<file path="src/rtl/score_keeper_if.sv">
// Goal, serve-control and score signals between ball physics,
// the score keeper and the game-state/display logic.
interface score_keeper_if #(
   parameter int SCORE_W = 4
);
   logic               clk_1ms;
   logic               p1_goal;
   logic               p2_goal;
   logic               new_game;
   logic [SCORE_W-1:0] p1_score;
   logic [SCORE_W-1:0] p2_score;
   logic               ball_hold;
   logic               serve_dir;
   logic               point;

   // physics / game-control side
   modport master (
      output clk_1ms, p1_goal, p2_goal, new_game,
      input  p1_score, p2_score, ball_hold, serve_dir, point
   );

   // score keeper side
   modport slave (
      input  clk_1ms, p1_goal, p2_goal, new_game,
      output p1_score, p2_score, ball_hold, serve_dir, point
   );
endinterface

</file>
<file path="src/rtl/score_keeper.sv">
// Score keeper: turns goal-line crossings into saturating per-player scores,
// holds the ball for a serve delay after each goal and freezes play once a
// player reaches WIN_SCORE.
//
// state | meaning
// ------+-------------------------------------------------------------
// SERVE | ball held centred; counting clk_1ms ticks of the serve delay
// PLAY  | ball live; first clean goal edge scores and ends the rally
// OVER  | a player reached WIN_SCORE; everything frozen until new_game
//
// WIN_SCORE must fit in SCORE_W bits (WIN_SCORE <= 2**SCORE_W - 1).
module score_keeper #(
   parameter int WIN_SCORE = 5,
   parameter int PAUSE_MS  = 1000,
   parameter int SCORE_W   = 4
) (
   input  logic         clk,
   input  logic         reset,
   score_keeper_if.slave bus
);

   localparam int                 CNT_W     = $clog2(PAUSE_MS) + 1;
   localparam logic [CNT_W-1:0]   CNT_LAST  = CNT_W'(PAUSE_MS - 1);
   localparam logic [SCORE_W-1:0] SCORE_WIN = SCORE_W'(WIN_SCORE);

   typedef enum logic [1:0] {
      SERVE = 2'd0,
      PLAY  = 2'd1,
      OVER  = 2'd2
   } state_t;

   state_t             state, state_nxt;
   logic [CNT_W-1:0]   cnt, cnt_nxt;
   logic [SCORE_W-1:0] p1_score_r, p1_score_nxt;
   logic [SCORE_W-1:0] p2_score_r, p2_score_nxt;
   logic               serve_dir_r, serve_dir_nxt;
   logic               point_r, point_nxt;

   logic               clk_1ms_q;
   logic               p1_goal_q;
   logic               p2_goal_q;
   logic               tick;
   logic               g1;
   logic               g2;

   // History registers; reset to 1 so levels already high at release
   // do not look like fresh rising edges.
   always_ff @(posedge clk) begin
      if (!reset) begin
         clk_1ms_q <= 1'b1;
         p1_goal_q <= 1'b1;
         p2_goal_q <= 1'b1;
      end else begin
         clk_1ms_q <= bus.clk_1ms;
         p1_goal_q <= bus.p1_goal;
         p2_goal_q <= bus.p2_goal;
      end
   end

   assign tick = bus.clk_1ms & ~clk_1ms_q;
   assign g1   = bus.p1_goal & ~p1_goal_q;
   assign g2   = bus.p2_goal & ~p2_goal_q;

   // Next-state, serve-delay counter and score update.
   always_comb begin
      state_nxt     = state;
      cnt_nxt       = cnt;
      p1_score_nxt  = p1_score_r;
      p2_score_nxt  = p2_score_r;
      serve_dir_nxt = serve_dir_r;
      point_nxt     = 1'b0;

      if (bus.new_game) begin
         state_nxt     = SERVE;
         cnt_nxt       = '0;
         p1_score_nxt  = '0;
         p2_score_nxt  = '0;
         serve_dir_nxt = 1'b0;
      end else begin
         case (state)
            SERVE: begin
               if (tick) begin
                  if (cnt == CNT_LAST) begin
                     cnt_nxt   = '0;
                     state_nxt = PLAY;
                  end else begin
                     cnt_nxt = cnt + 1'b1;
                  end
               end
            end

            PLAY: begin
               // Simultaneous edges on both lines are ambiguous and dropped.
               if (g1 && !g2) begin
                  p1_score_nxt = p1_score_r + 1'b1;
                  point_nxt    = 1'b1;
                  if (p1_score_nxt == SCORE_WIN) begin
                     state_nxt = OVER;
                  end else begin
                     state_nxt     = SERVE;
                     serve_dir_nxt = 1'b1;
                  end
               end else if (g2 && !g1) begin
                  p2_score_nxt = p2_score_r + 1'b1;
                  point_nxt    = 1'b1;
                  if (p2_score_nxt == SCORE_WIN) begin
                     state_nxt = OVER;
                  end else begin
                     state_nxt     = SERVE;
                     serve_dir_nxt = 1'b0;
                  end
               end
            end

            OVER: begin
               cnt_nxt = '0;
            end

            default: begin
               state_nxt = SERVE;
               cnt_nxt   = '0;
            end
         endcase
      end
   end

   // State, counter and output registers.
   always_ff @(posedge clk) begin
      if (!reset) begin
         state       <= SERVE;
         cnt         <= '0;
         p1_score_r  <= '0;
         p2_score_r  <= '0;
         serve_dir_r <= 1'b0;
         point_r     <= 1'b0;
      end else begin
         state       <= state_nxt;
         cnt         <= cnt_nxt;
         p1_score_r  <= p1_score_nxt;
         p2_score_r  <= p2_score_nxt;
         serve_dir_r <= serve_dir_nxt;
         point_r     <= point_nxt;
      end
   end

   assign bus.p1_score  = p1_score_r;
   assign bus.p2_score  = p2_score_r;
   assign bus.serve_dir = serve_dir_r;
   assign bus.point     = point_r;
   assign bus.ball_hold = (state != PLAY);

endmodule
</file>
<file path="src/flat_wrapper.sv">
// flat-port wrapper written by rule: the top's interface ports become plain ports
module score_keeper_flat 
#(
   parameter int WIN_SCORE = 5,
   parameter int PAUSE_MS  = 1000,
   parameter int SCORE_W   = 4
)
  (clk, reset, bus_clk_1ms, bus_p1_goal, bus_p2_goal, bus_new_game, bus_p1_score, bus_p2_score, bus_ball_hold, bus_serve_dir, bus_point);
  score_keeper_if #(.SCORE_W(SCORE_W)) bus_i ();
  input  logic clk;
  input  logic reset;
  input wire logic [$bits(bus_i.clk_1ms)-1:0] bus_clk_1ms;
  input wire logic [$bits(bus_i.p1_goal)-1:0] bus_p1_goal;
  input wire logic [$bits(bus_i.p2_goal)-1:0] bus_p2_goal;
  input wire logic [$bits(bus_i.new_game)-1:0] bus_new_game;
  output wire logic [$bits(bus_i.p1_score)-1:0] bus_p1_score;
  output wire logic [$bits(bus_i.p2_score)-1:0] bus_p2_score;
  output wire logic [$bits(bus_i.ball_hold)-1:0] bus_ball_hold;
  output wire logic [$bits(bus_i.serve_dir)-1:0] bus_serve_dir;
  output wire logic [$bits(bus_i.point)-1:0] bus_point;
  assign bus_i.clk_1ms = bus_clk_1ms;
  assign bus_i.p1_goal = bus_p1_goal;
  assign bus_i.p2_goal = bus_p2_goal;
  assign bus_i.new_game = bus_new_game;
  assign bus_p1_score = bus_i.p1_score;
  assign bus_p2_score = bus_i.p2_score;
  assign bus_ball_hold = bus_i.ball_hold;
  assign bus_serve_dir = bus_i.serve_dir;
  assign bus_point = bus_i.point;
  score_keeper #(.WIN_SCORE(WIN_SCORE), .PAUSE_MS(PAUSE_MS), .SCORE_W(SCORE_W)) u_core (.clk(clk), .reset(reset), .bus(bus_i));
endmodule
</file>
<file path="config.mk">
export PLATFORM = sky130hd
export DESIGN_NAME = score_keeper_flat
export DESIGN_NICKNAME = d
export VERILOG_FILES = /design/src/rtl/score_keeper_if.sv /design/src/rtl/score_keeper.sv /design/src/flat_wrapper.sv
export SDC_FILE = /design/constraint.sdc
export NUM_CORES = 1
export LEC_CHECK = 0
export BUFFER_PORTS_ARGS = -buffer_cell sky130_fd_sc_hd__buf_4
export CORE_MARGIN = 10
export CORE_UTILIZATION = 59
export DETAILED_ROUTE_END_ITERATION = 10
export GPL_TIMING_DRIVEN = 1
export PLACE_DENSITY = 0.9
export SYNTH_ARGS = -nofsm -noshare
export SYNTH_HDL_FRONTEND = slang
export SYNTH_SLANG_ARGS = --single-unit
</file>
<file path="constraint.sdc">
create_clock -name clk -period 4.4 [get_ports clk]
set_clock_uncertainty 0.2 [all_clocks]
set_input_delay 0.22 -clock clk [delete_from_list [all_inputs] [get_ports clk]]
set_output_delay 0.22 -clock clk [all_outputs]
set_load 0.01 [all_outputs]
</file>
==> results.py <==
metrics = {
    "status": {
        "status": "complete, no violations",
    },
    "yosys": {
        "synth_edf_count": 0,
        "yosysWarnings": 0,
        "syn_area_mm2": 0.00126,
        "synth_area_per_cell_um2": 8.84,
        "yosys-top-cells-count": "dfxtp_1, nor2_1, xor2_1",
        "synth_area_leaders": "dfxtp_1, xor2_1, ha_1",
        "syn-num-nets": 156,
        "ys_seq_elements": 26,
        "synth_cell_types": 33,
        "synthCells": 143,
        "synthArstFlopShare_pct": 0,
        "yosysTopAreaCellShare_pct": 41.2,
        "synth_most_common_cell": "dfxtp_1",
        "yosys.area.top_type": "dfxtp_1",
        "seq_area_frac_synth_pct": 41.2,
        "synth_flop_cell": "dfxtp_1",
    },
    "pwr": {
        "p_leak_nw": 0.611,
        "vdd_drop_max_v": 0.000241,
        "powerDensity_mw_per_mm2": 282,
    },
    "setup_path": {
        "ff2ff_setup_slack_ns": 2.56,
        "critPathKind": "input port to flip-flop",
        "r2r-end": "u_core.bus.p2_score[3]",
        "required_ns": 4.42,
        "reg2reg_depth": 7,
        "r2r_start": "u_core.p1_goal_q",
        "arrival_ns": 1.92,
        "worstSetupStartpointType": "input port",
        "critPathMaxFanout": 7,
        "endpoint_kind": "flip-flop",
    },
    "sta": {
        "hold_viol": 0,
        "rsz0062_at_grt": "no",
        "slew_viol_final": 0,
        "fmax_mhz": 526,
        "period_minus_slack_ns": 1.90,
        "worst_slew_pin_slew_ns": 0.486,
        "tns_ns": 0,
        "setup_viol": 0,
        "relSlewSlack_pct": 67.6,
        "period_share_pct": 43.2,
    },
    "routing": {
        "drtAntennaViolNets": 0,
        "detail_route.wl_per_cell_um": 12.9,
        "drc": 0,
        "drtPass1Iterations": 4,
        "drt_iter0_drc": 53,
        "vias_per_cell": 5.41,
        "wl_mm": 2.48,
        "vias": 1038,
    },
    "final_layout": {
        "n_antenna_cell": 0,
        "postLayoutCellArea_mm2": 0.00150,
        "seq_area_um2": 520,
        "multi_input_area_um2": 693,
        "post_route_cells_drive_above_1_share_pct": 14.5,
        "fillerInstances": 134,
        "syn_to_final_growth_pct": 18.7,
        "final_nets": 179,
    },
    "global_route": {
        "grtUsageTotal_pct": 11.6,
        "grt.met1_usage_pct": 13.2,
        "grt_pass1_vias": 986,
        "grt.overflow.total": 0,
        "grt_max_degree": 16,
        "antenna_found_initial": 0,
        "met3_usage_pct": 2.71,
        "use_met2_pct": 19.9,
        "grt_pass1_wl_mm": 4.17,
        "busiest_layer": "met2",
    },
    "worst_hold_path": {
        "min_path_cells": 4,
        "hold_end": "u_core.bus.point",
        "min-delay-path-class": "input port to flip-flop",
        "hold_start": "bus_p1_goal",
    },
    "die": {
        "initial_utilization_pct": 63.1,
        "chipWidth_um": 66.3,
        "rows": 16,
        "dieArea_mm2": 0.00439,
        "fp.dieH_um": 66.3,
        "core_mm2": 0.00200,
        "ioPinCount": 17,
    },
    "placed_design": {
        "finalWeightedCongestion": 0.738,
        "place_hpwl_mm": 1.85,
        "port_buffers": 16,
        "dpl_cell_area_mm2": 0.00140,
    },
    "clock_tree": {
        "cts_tree": "yes",
        "cts.path.max_buffers": 2,
        "clk_root_buffer_cell": "clkbuf_4",
        "cts_resized": 0,
        "clk_pin_slew_worst_paths_ns": 0.14,
        "numCtsBuffers": 3,
        "cts.sinks": 26,
        "htreeDepth": 1,
        "insertion_delay_ns": 0.33,
    },
    "job": {
        "cap_violations": 0,
    },
}
-- where the power goes --
| group | internal, mW | switching (mW) |
|---|---|---|
| clock | 0.0923 | 0.0732 |
| combinational | 0.00977 | 0.0100 |
| sequential | 0.237 | 0.000715 |
-- stage by stage --
stage                     power [mW]  instances  worst slack, ns  hold slack (ns)  utilization, %
final                          0.423        192             2.50           0.0945            74.9
after global routing           0.437        192             2.38            0.106            74.9
after CTS                      0.425        192             2.51           0.0883            74.9
after detailed placement       0.259        183             2.60            0.224            69.8
after global placement         0.258        183             2.68            0.216            69.8
after floorplan                0.254        143             2.74           0.0930               -
-- what timing repair did --
item | CTS | global route
endpoints found under the hold margin | 5 | 0
hold buffers | 5 | 0
setup buffers | 0 | 0
-- cell usage in the layout, fill, tap and decap left out, drive strengths merged, types with 5 or more instances in the layout --
| master | Yosys | layout |
|---|---|---|
| dfxtp | 26 | 26 |
| nor2 | 23 | 23 |
| buf | 2 | 16 |
| xor2 | 11 | 11 |
| nand2 | 9 | 9 |
| inv | 8 | 8 |
| nand2b | 7 | 7 |
| nand3 | 7 | 7 |
| ha | 7 | 7 |
| nand4 | 6 | 6 |
| a21oi | 6 | 6 |
| xnor2 | 5 | 5 |
| dlygate4sd3 | 0 | 5 |
-- state kept, by name (all words and copies together), names as in the netlist --
name / cells
u_core.bus.p1_score: 4
u_core.bus.point: 1
u_core.p1_goal_q: 1
u_core.state: 2
u_core.cnt: 11
u_core.bus.serve_dir: 1
u_core.clk_1ms_q: 1
u_core.bus.p2_score: 4
u_core.p2_goal_q: 1
-- area by class of cell --
class	count	area share [%]
multi-input cells	106	46.2
well taps	27	2.25
flip-flops and latches	26	34.7
inverters	8	2.00
repair buffers	21	11.3
clock buffers	3	1.50
clock inverters	1	2.00
-- how the worst max path moves through the flow --
stage                                 startpoint                      to  slack [ns]
after detailed placement             bus_p1_goal  u_core.bus.p2_score[3]        2.60
after global routing                 bus_clk_1ms           u_core.cnt[7]        2.38
after global placement               bus_p1_goal  u_core.bus.p2_score[3]        2.68
after CTS                            bus_p2_goal  u_core.bus.p2_score[3]        2.51
after floorplan           u_core.bus.p2_score[0]         u_core.state[1]        2.74
final                                bus_p2_goal  u_core.bus.p2_score[3]        2.50
-- worst max-delay path: stages --
cell and delay (ns):
dlygate4sd3_1 0.53, buf_4 0.10, nand2b_1 0.07, ha_1 0.29, nor3_4 0.32, nand4_1 0.15, xor2_1 0.17, nor2_1 0.06
-- cells by family (layout without fill, tap and decap cells) --
kind of cell	Yosys count	after routing	share of synthesized area (%)
mux	3	3	2.48
flops	26	26	41.2
xor+xnor	16	16	11.1
compound gates	12	12	5.94
buf+inv	11	33	3.96
fa+ha+maj	7	7	6.93
simple gates	68	68	28.4
-- routing by layer --
metal	routed length (um)	share of wire [%]
met5	0	0
met4	38	1.5
met3	114	4.6
met2	1240	50
met1	1090	44
Power figures use the tool's default switching activity.
